$ cat config.mk
export PLATFORM = sky130hd
export DESIGN_NAME = sram_mem_controller_flat
export DESIGN_NICKNAME = d
export VERILOG_FILES = /design/src/rtl/sram_mem_controller_if.sv /design/src/rtl/sram_mem_controller.sv /design/src/flat_wrapper.sv
export SDC_FILE = /design/constraint.sdc
export NUM_CORES = 1
export LEC_CHECK = 0
export CAP_MARGIN = 10
export CORE_MARGIN = 3
export CORE_UTILIZATION = 35
export DETAILED_ROUTE_END_ITERATION = 12
export SYNTH_ARGS = -nofsm -noshare
export SYNTH_HDL_FRONTEND = slang
export SYNTH_SLANG_ARGS = --single-unit
$ cat constraint.sdc
create_clock -name clk -period 3.55 [get_ports clk]
set_input_delay 0.8875 -clock clk [delete_from_list [all_inputs] [get_ports clk]]
set_output_delay 0.8875 -clock clk [all_outputs]
set_load 0.02 [all_outputs]
$ cat src/rtl/sram_mem_controller_if.sv
// Bus bundle for the memory-stage SRAM controller: the pipeline request and
// response signals plus the external 16-bit SRAM pad signals.
interface sram_mem_controller_if #(
  parameter int SRAM_AW = 18
);
  logic               rd_en;
  logic               wr_en;
  logic [31:0]        address;
  logic [31:0]        wdata;
  logic [31:0]        rdata;
  logic               ready;
  logic [SRAM_AW-1:0] sram_addr;
  logic [15:0]        sram_dq_out;
  logic               sram_dq_oe;
  logic [15:0]        sram_dq_in;
  logic               sram_we_n;
  logic               sram_oe_n;

  // Environment side: the pipeline plus the SRAM device.
  modport master (
    output rd_en, wr_en, address, wdata, sram_dq_in,
    input  rdata, ready, sram_addr, sram_dq_out, sram_dq_oe, sram_we_n, sram_oe_n
  );

  // Controller side.
  modport slave (
    input  rd_en, wr_en, address, wdata, sram_dq_in,
    output rdata, ready, sram_addr, sram_dq_out, sram_dq_oe, sram_we_n, sram_oe_n
  );
endinterface

$ cat src/rtl/sram_mem_controller.sv
// Memory-stage SRAM controller: performs each 32-bit LDR/STR as two 16-bit
// SRAM accesses (low halfword, then high halfword), each held for
// ACCESS_CYCLES clocks, and holds ready low until the word is complete.
module sram_mem_controller #(
  parameter int DATA_BASE     = 1024,
  parameter int SRAM_AW       = 18,
  parameter int ACCESS_CYCLES = 2
) (
  input  logic                 clk,
  input  logic                 rst,
  sram_mem_controller_if.slave bus
);

  localparam int CNT_W = (ACCESS_CYCLES > 1) ? $clog2(ACCESS_CYCLES) : 1;
  localparam logic [CNT_W-1:0] CNT_LAST = CNT_W'(ACCESS_CYCLES - 1);

  typedef enum logic [1:0] {IDLE, LO, HI, DONE} state_t;

  // Everything driven onto the SRAM pads, registered as one unit.
  typedef struct packed {
    logic [SRAM_AW-1:0] addr;
    logic [15:0]        dq_out;
    logic               dq_oe;
    logic               we_n;
    logic               oe_n;
  } pad_t;

  localparam pad_t PAD_IDLE = '{addr: '0, dq_out: '0, dq_oe: 1'b0, we_n: 1'b1, oe_n: 1'b1};

  // Pad values for one halfword phase of a read or a write.
  function automatic pad_t phase_pad(input logic wr, input logic [SRAM_AW-1:0] addr,
                                     input logic [15:0] data);
    pad_t p;
    p      = PAD_IDLE;
    p.addr = addr;
    if (wr) begin
      p.dq_out = data;
      p.dq_oe  = 1'b1;
      p.we_n   = 1'b0;
    end else begin
      p.oe_n = 1'b0;
    end
    return p;
  endfunction

  // Byte address to even halfword index; the subtraction wraps modulo 2^32
  // and the low two byte-address bits never reach the SRAM.
  function automatic logic [SRAM_AW-1:0] half_base(input logic [31:0] byte_addr);
    logic [31:0] off;
    off    = (byte_addr - 32'(DATA_BASE)) >> 1;
    off[0] = 1'b0;
    return off[SRAM_AW-1:0];
  endfunction

  state_t             state_q, state_d;
  logic [CNT_W-1:0]   cnt_q, cnt_d;
  logic               op_q, op_d;
  logic [SRAM_AW-1:0] base_q, base_d;
  logic [31:0]        wdat_q, wdat_d;
  logic [31:0]        rdata_q, rdata_d;
  pad_t               pad_q, pad_d;

  // Next-state logic; pad values are computed for the state being entered so
  // the registered pads line up with the LO/HI cycles.
  always_comb begin
    state_d = state_q;
    cnt_d   = cnt_q;
    op_d    = op_q;
    base_d  = base_q;
    wdat_d  = wdat_q;
    rdata_d = rdata_q;
    pad_d   = PAD_IDLE;
    case (state_q)
      IDLE: begin
        if (bus.wr_en | bus.rd_en) begin
          op_d    = bus.wr_en;
          base_d  = half_base(bus.address);
          wdat_d  = bus.wdata;
          cnt_d   = '0;
          state_d = LO;
          pad_d   = phase_pad(bus.wr_en, half_base(bus.address), bus.wdata[15:0]);
        end
      end
      LO: begin
        cnt_d = cnt_q + CNT_W'(1);
        pad_d = phase_pad(op_q, base_q, wdat_q[15:0]);
        if (cnt_q == CNT_LAST) begin
          if (!op_q) rdata_d[15:0] = bus.sram_dq_in;
          cnt_d   = '0;
          state_d = HI;
          pad_d   = phase_pad(op_q, base_q + SRAM_AW'(1), wdat_q[31:16]);
        end
      end
      HI: begin
        cnt_d = cnt_q + CNT_W'(1);
        pad_d = phase_pad(op_q, base_q + SRAM_AW'(1), wdat_q[31:16]);
        if (cnt_q == CNT_LAST) begin
          if (!op_q) rdata_d[31:16] = bus.sram_dq_in;
          cnt_d   = '0;
          state_d = DONE;
          pad_d   = PAD_IDLE;
        end
      end
      DONE: begin
        // Enables are still high here; the pipeline advances on this edge.
        state_d = IDLE;
      end
      default: state_d = IDLE;
    endcase
  end

  // State and output registers; reset also returns the pads to idle.
  always_ff @(posedge clk) begin
    if (rst) begin
      state_q <= IDLE;
      cnt_q   <= '0;
      op_q    <= 1'b0;
      base_q  <= '0;
      wdat_q  <= '0;
      rdata_q <= '0;
      pad_q   <= PAD_IDLE;
    end else begin
      state_q <= state_d;
      cnt_q   <= cnt_d;
      op_q    <= op_d;
      base_q  <= base_d;
      wdat_q  <= wdat_d;
      rdata_q <= rdata_d;
      pad_q   <= pad_d;
    end
  end

  // In IDLE a new request stalls the pipeline in its first cycle.
  assign bus.ready       = (state_q == IDLE) ? ~(bus.rd_en | bus.wr_en) : (state_q == DONE);
  assign bus.rdata       = rdata_q;
  assign bus.sram_addr   = pad_q.addr;
  assign bus.sram_dq_out = pad_q.dq_out;
  assign bus.sram_dq_oe  = pad_q.dq_oe;
  assign bus.sram_we_n   = pad_q.we_n;
  assign bus.sram_oe_n   = pad_q.oe_n;

endmodule

$ cat src/flat_wrapper.sv
// flat-port wrapper written by rule: the top's interface ports become plain ports
module sram_mem_controller_flat 
#(
  parameter int DATA_BASE     = 1024,
  parameter int SRAM_AW       = 18,
  parameter int ACCESS_CYCLES = 2
)
  (clk, rst, bus_rd_en, bus_wr_en, bus_address, bus_wdata, bus_sram_dq_in, bus_rdata, bus_ready, bus_sram_addr, bus_sram_dq_out, bus_sram_dq_oe, bus_sram_we_n, bus_sram_oe_n);
  sram_mem_controller_if #(.SRAM_AW(SRAM_AW)) bus_i ();
  input  logic clk;
  input  logic rst;
  input wire logic [$bits(bus_i.rd_en)-1:0] bus_rd_en;
  input wire logic [$bits(bus_i.wr_en)-1:0] bus_wr_en;
  input wire logic [$bits(bus_i.address)-1:0] bus_address;
  input wire logic [$bits(bus_i.wdata)-1:0] bus_wdata;
  input wire logic [$bits(bus_i.sram_dq_in)-1:0] bus_sram_dq_in;
  output wire logic [$bits(bus_i.rdata)-1:0] bus_rdata;
  output wire logic [$bits(bus_i.ready)-1:0] bus_ready;
  output wire logic [$bits(bus_i.sram_addr)-1:0] bus_sram_addr;
  output wire logic [$bits(bus_i.sram_dq_out)-1:0] bus_sram_dq_out;
  output wire logic [$bits(bus_i.sram_dq_oe)-1:0] bus_sram_dq_oe;
  output wire logic [$bits(bus_i.sram_we_n)-1:0] bus_sram_we_n;
  output wire logic [$bits(bus_i.sram_oe_n)-1:0] bus_sram_oe_n;
  assign bus_i.rd_en = bus_rd_en;
  assign bus_i.wr_en = bus_wr_en;
  assign bus_i.address = bus_address;
  assign bus_i.wdata = bus_wdata;
  assign bus_i.sram_dq_in = bus_sram_dq_in;
  assign bus_rdata = bus_i.rdata;
  assign bus_ready = bus_i.ready;
  assign bus_sram_addr = bus_i.sram_addr;
  assign bus_sram_dq_out = bus_i.sram_dq_out;
  assign bus_sram_dq_oe = bus_i.sram_dq_oe;
  assign bus_sram_we_n = bus_i.sram_we_n;
  assign bus_sram_oe_n = bus_i.sram_oe_n;
  sram_mem_controller #(.DATA_BASE(DATA_BASE), .SRAM_AW(SRAM_AW), .ACCESS_CYCLES(ACCESS_CYCLES)) u_core (.clk(clk), .rst(rst), .bus(bus_i));
endmodule
==> metrics, run 1 <==
# DRC=0; CP arrival=2360 ps; post-synthesis sequential area ratio=54.2%; layout cells sized above 1=7.44%; syn_nets=620; critical path data required time=2660 ps; hold-fix buffers at CTS=0; critical path peak fanout=2; H-tree depth=4; Clock power frac=36.2%; Sum Neg Setup Slack=0 ps; Rows=40; Rel. slew slack=48.9%; total power=0.00505 W; Core Footprint=12300 µm²; clock root cell=clkbuf_16; Final ANT Viol Nets=0; grt total ovfl=0; Hold WS=450 ps; synthesized cell area=4510 µm²; clock transition at the registers of the reported paths=50 ps; status=finished, final reports clean; first-pass GRT wire length=19200 µm; # Post-CTS Setup Buffers=0; total wire length=12000 µm; Synth Area per Inst=8.49 µm²; Hold Crit Class=reg -> reg; hold path startpoint=u_core.base_q[14]$_SDFFE_PP0P_; Slew Limit Fails=0; Die Area=14300 µm²; fin crit period=3240 ps; post-placement cell count=808; Hold EP=u_core.bus.sram_addr[14]$_SDFF_PP0_; Warnings, synthesis=0; CTS Buf Count=17; total track usage=16.8%; hpwl dp=7990 µm; worst hold path cell count=2; Post-synth ARST share=0%; fin util=53.8%; register-to-register setup slack=1520 ps; antenna violations before repair=0; count of cell types in the netlist=41; post-CTS sizing=0; Logic pwr share=28.6%; number of synthesized flops with an enable pin=0; Pleak=2.44 nW; height of the die=119 µm; MaxCap Viol Count=0; GPL Wtd Cong=0.796; CP startpoint kind=input pin; clock buffer depth=2; Peak Freq=308 MHz; Post-layout nets=748; vias per inst=4.81; Peak VDD IR=0.000322 V; PwrDens=763 nW/µm²; largest net degree at the start of global routing=71; via count=4043; R2R Path Start=u_core.state_q[1]$_SDFFE_PP0P_; Initial Utilization=36.6%; Crit Path Category=in -> out; worst-skew pair later-pin latency=410 ps; Post-Layout Cell Count=840; Layout area overhead=46.9%; R2R Path End=u_core.bus.sram_addr[12]$_SDFF_PP0_; clk_skew=5.40 ps; crit end category=output port; RSZ-0062 raised after global routing=false; CTS tree=built; CTS sink count=122; Final Setup Violations=0; final hold vios=0; prevailing post-synth register cell=dfxtp_1; synthesized instance count=531; I/O Pins=154; WL/cell=14.2 µm; Pre-antenna DRT Iters=7; Synth Register Bits=122; Psw=0.00156 W; DRT iter0 DRCs=282; vias in the first global route=3983; FF-to-FF path depth=7; Int Power=0.00349 W; power share of the sequential group=35.2%; ant diodes=0; Net Sw Frac=31.0%; FILL cells=1146; Final Cycle Share=91.4%; PortBufs=138; Slew @ Worst Pin=767 ps; die width=119 µm
-- power by group through the flow --
stage	Sequential [W]	Clock (W)	Combinational, W
floorplan	0.00190	0	0.000854
global placement	0.00180	0	0.00144
detailed placement	0.00181	0	0.00146
CTS	0.00178	0.00187	0.00147
global route	0.00181	0.00193	0.00159
finish	0.00178	0.00183	0.00144
-- area by class of cell --
| type | instances | area, µm² | share of cell area (%) |
|---|---|---|---|
| Sequential cell | 122 | 2440 | 36.9 |
| Multi-Input combinational cell | 367 | 1860 | 28.0 |
| Timing Repair Buffer | 146 | 1450 | 21.9 |
| Clock buffer | 26 | 539 | 8.15 |
| Tap cell | 168 | 210 | 3.18 |
| Clock inverter | 6 | 105 | 1.59 |
| Inverter | 5 | 18.8 | 0.284 |
-- cell usage after synthesis, drive strengths merged (2+ instances only) --
master | instances | share of area (%)
a211oi | 5 | 0.94
a21oi | 95 | 11
a222oi | 15 | 3.3
and2 | 4 | 0.61
buf | 24 | 3.3
clkbuf | 13 | 1.1
dfxtp | 122 | 54
ha | 5 | 1.4
inv | 5 | 0.42
mux2i | 3 | 0.94
nand2 | 166 | 14
nand3 | 2 | 0.22
nor2 | 39 | 3.4
nor2b | 4 | 0.67
nor3 | 2 | 0.22
nor4 | 2 | 0.42
o21ai | 3 | 0.42
o2bb2ai | 6 | 1.2
or2 | 2 | 0.28
xor2 | 5 | 0.97
-- kinds of logic (layout without fill, tap and decap cells) --
family	count (synthesis)	in the layout	synth area share (%)
xor gates and xnor gates	6	6	1.17
DFF	122	122	54.2
muxes	4	4	1.19
buffers and inverters	42	183	4.78
and+or+nand+nor	223	223	19.9
adders and majority gates	5	5	1.39
AOI/OAI and AO/OA	129	129	17.3
-- flip-flops by register name, indices dropped and copies added, names as in the netlist --
name / cells
u_core.bus.sram_oe_n: 1
u_core.base_q: 17
u_core.bus.sram_addr: 18
u_core.bus.rdata: 32
u_core.bus.sram_dq_out: 16
u_core.state_q: 2
u_core.op_q: 1
u_core.bus.sram_we_n: 1
u_core.bus.sram_dq_oe: 1
u_core.cnt_q: 1
u_core.wdat_q: 32
-- layout by cell type (no fill, tap or decap), types with 2 or more instances in the layout --
cell / instances
a211oi_1: 4
a21oi_1: 95
a222oi_1: 15
and2_1: 3
buf_4: 7
bufinv_16: 3
clkbuf_16: 17
clkbuf_8: 8
clkdlybuf4s50_1: 137
clkinv_2: 3
dfxtp_1: 122
ha_1: 5
inv_1: 5
mux2i_1: 2
nand2_1: 166
nand3_1: 2
nor2_1: 38
nor2b_1: 2
nor2b_2: 2
nor3_1: 2
o2bb2ai_1: 6
xor2_1: 5
-- worst max path at each step --
stage,from,endpoint,slack (ps)
2_1_floorplan,bus_wr_en,bus_ready,980
3_3_place_gp,bus_wr_en,bus_ready,270
3_5_place_dp,bus_wr_en,bus_ready,270
4_1_cts,bus_wr_en,bus_ready,270
5_1_grt,bus_wr_en,bus_ready,180
6_report,bus_wr_en,bus_ready,310
-- critical path, cell delays in order --
cell             delay, ps
clkdlybuf4s50_1        420
nor2_1                 150
buf_4                  150
nor2_4                  30
nor2_1                 110
clkdlybuf4s50_1        610
-- metal layers --
metal	track usage (%)	vias to the layer above	part of all wire (%)	wire length, µm
li1	-	2033	-	-
met1	18.1	1880	42	4980
met2	28.4	113	48	5780
met3	7.17	17	8.0	953
met4	8.30	0	2.0	239
met5	0	-	0	0
-- through the flow --
| step | setup slack [ps] | instance area (µm²) |
|---|---|---|
| global placement | 268 | 5980 |
| detailed placement | 266 | 5980 |
| global route | 184 | 6620 |
| finish | 305 | 6620 |
| CTS | 266 | 6620 |
| floorplan | 984 | 4510 |
No activity file was read; power rests on OpenSTA's default activity.
==> run 2: changes to the inputs <==
==> constraint.sdc (replaced) <==
create_clock -name clk -period 3.6 [get_ports clk]
set_input_delay 0.9 -clock clk [delete_from_list [all_inputs] [get_ports clk]]
set_output_delay 0.9 -clock clk [all_outputs]
set_load 0.02 [all_outputs]
==> metrics, run 2 (synthesized netlist as in run 1, its figures left out) <==
CP peak stage delay=610 ps (about the same); Rows=40 (unchanged); layout cells sized above 1=7.15% (-0.29 points); Pre-antenna DRT Iters=6 (-1); Placement Cell Area=5970 µm² (-0.13%); Die Area=14300 µm² (unchanged); post-placement cell count=807 (-0.12%); first-pass GRT wire length=20000 µm (+4.0%); Post-Layout Cell Count=839 (-0.12%); Rel. slew slack=49.0% (+0.15 points); critical path data required time=2700 ps (+40 ps); final hold vios=0 (unchanged); total wire length=12100 µm (+0.82%); vias in the first global route=4072 (+2.2%); clock transition at the registers of the reported paths=50 ps (about the same); CTS Buf Count=17 (unchanged); RSZ-0062 raised after global routing=false; grt total ovfl=0 (unchanged); Slowest-stage cell, CP=clkdlybuf4s50_1; Final Cycle Share=91.3%; PwrDens=751 nW/µm² (-1.6%); CTS tree=built; total track usage=17.5% (+0.62 points); hold-fix buffers at CTS=0 (unchanged); Critical Path, Cell by Cell=clkdlybuf4s50_1 -> nor2_1 -> buf_4 -> nor2_4 -> nor2_1 -> clkdlybuf4s50_1; post-CTS sizing=0 (unchanged); register-to-register setup slack=1540 ps (+20 ps); CP startpoint kind=input pin; DR WL met3=1030 µm (+8.4%); Final Setup Violations=0 (unchanged); antenna violations before repair=0 (unchanged); Final ANT Viol Nets=0 (unchanged); fin crit period=3290 ps; H-tree depth=4 (unchanged); WL/cell=14.4 µm (+0.94%); clock buffer depth=2 (unchanged); critical path peak fanout=2 (unchanged); worst-skew pair later-pin latency=410 ps (about the same); Post-layout nets=747 (-0.13%); Peak Freq=304 MHz; Layout area overhead=46.3%; wire length on met1=5000 µm (+0.36%); commonest non-fill, non-tap cell in the layout=nand2_1; Pleak=2.42 nW (-0.59%); ant diodes=0 (unchanged); commonest cells after routing, fill and taps aside=166 x nand2_1, 137 x clkdlybuf4s50_1, 122 x dfxtp_1, 95 x a21oi_1, 38 x nor2_1; via count=4089 (+1.1%); clk_skew=8.82 ps (+3.42 ps); crit end category=output port; PortBufs=138 (unchanged); post-route cell area=6590 µm² (-0.40%); Initial Utilization=36.6% (unchanged); Slew @ Worst Pin=765 ps (-2.30 ps); Hold Crit Class=reg -> reg; Sum Neg Setup Slack=0 ps (unchanged); status=finished, final reports clean; GPL Wtd Cong=0.778 (-2.2%); vias per inst=4.87 (+1.3%); clock root cell=clkbuf_16; height of the die=119 µm (unchanged); Slew Limit Fails=0 (unchanged); met2 WL=5840 µm (+1.1%); largest net degree at the start of global routing=67 (-5.6%); Peak VDD IR=0.000311 V (-3.4%); DRT iter0 DRCs=345 (+22%); # DRC=0 (unchanged); die width=119 µm (unchanged); Top Layer Used=met4; CP arrival=2390 ps (+30 ps); Crit Path Category=in -> out; Core Footprint=12300 µm² (unchanged); # Post-CTS Setup Buffers=0 (unchanged); hpwl dp=7960 µm (-0.35%); MaxCap Viol Count=0 (unchanged); I/O Pins=154 (unchanged); CTS sink count=122 (unchanged)
==> run 2: cell count changes in the layout (fill, tap and decap cells not counted), sizes merged <==
cell	before	now
buf	9	8
clkbuf	26	25
clkinv	3	4
==> run 2: worst paths after layout <==
path	from	end	cells after the start
max	bus_wr_en	bus_ready	6
min	u_core.bus.rdata[2]$_SDFFE_PP0P_	u_core.bus.rdata[2]$_SDFFE_PP0P_	2
max reg2reg	u_core.state_q[0]$_SDFFE_PP0P_	u_core.bus.sram_addr[16]$_SDFF_PP0_	7
min reg2reg	u_core.bus.rdata[2]$_SDFFE_PP0P_	u_core.bus.rdata[2]$_SDFFE_PP0P_	2
==> run 2: per-stage QoR <==
stage	setup WS, ps	utilization (%)	power [W]	hold slack [ps]
CTS	289	53.6	0.00501	453
detailed placement	294	48.5	0.00322	446
global route	244	53.6	0.00524	470
floorplan	1010	-	0.00272	432
finish	313	53.6	0.00495	452
global placement	289	48.5	0.00319	439
==> run 2: critical path: cells and delay by family <==
family                 cells  cell delay [ps]
AND/OR/NAND/NOR            3              290
buffers and inverters      3             1180
==> run 2: report_power, final <==
part	internal (W)	switching [W]	leakage, nW	total [W]
sequential	0.00162	0.000135	0.999	0.00175
combinational	0.000582	0.000842	1.11	0.00142
clock	0.00119	0.000579	0.313	0.00177
total	0.00340	0.00156	2.42	0.00495
==> run 2: routing by layer <==
layer	vias to the layer above	global-route usage [%]
li1	2035	-
met1	1912	19.9
met2	125	28.1
met3	17	8.40
met4	0	7.16
met5	-	0
==> run 2: area by class of cell <==
class                   count  area (µm²)
multi-input cells         367        1860
flip-flops and latches    122        2440
clock inverters             7         110
inverters                   5        18.8
clock buffers              25         515
fillers                  1158        5720
repair buffers            145        1440
well taps                 168         210
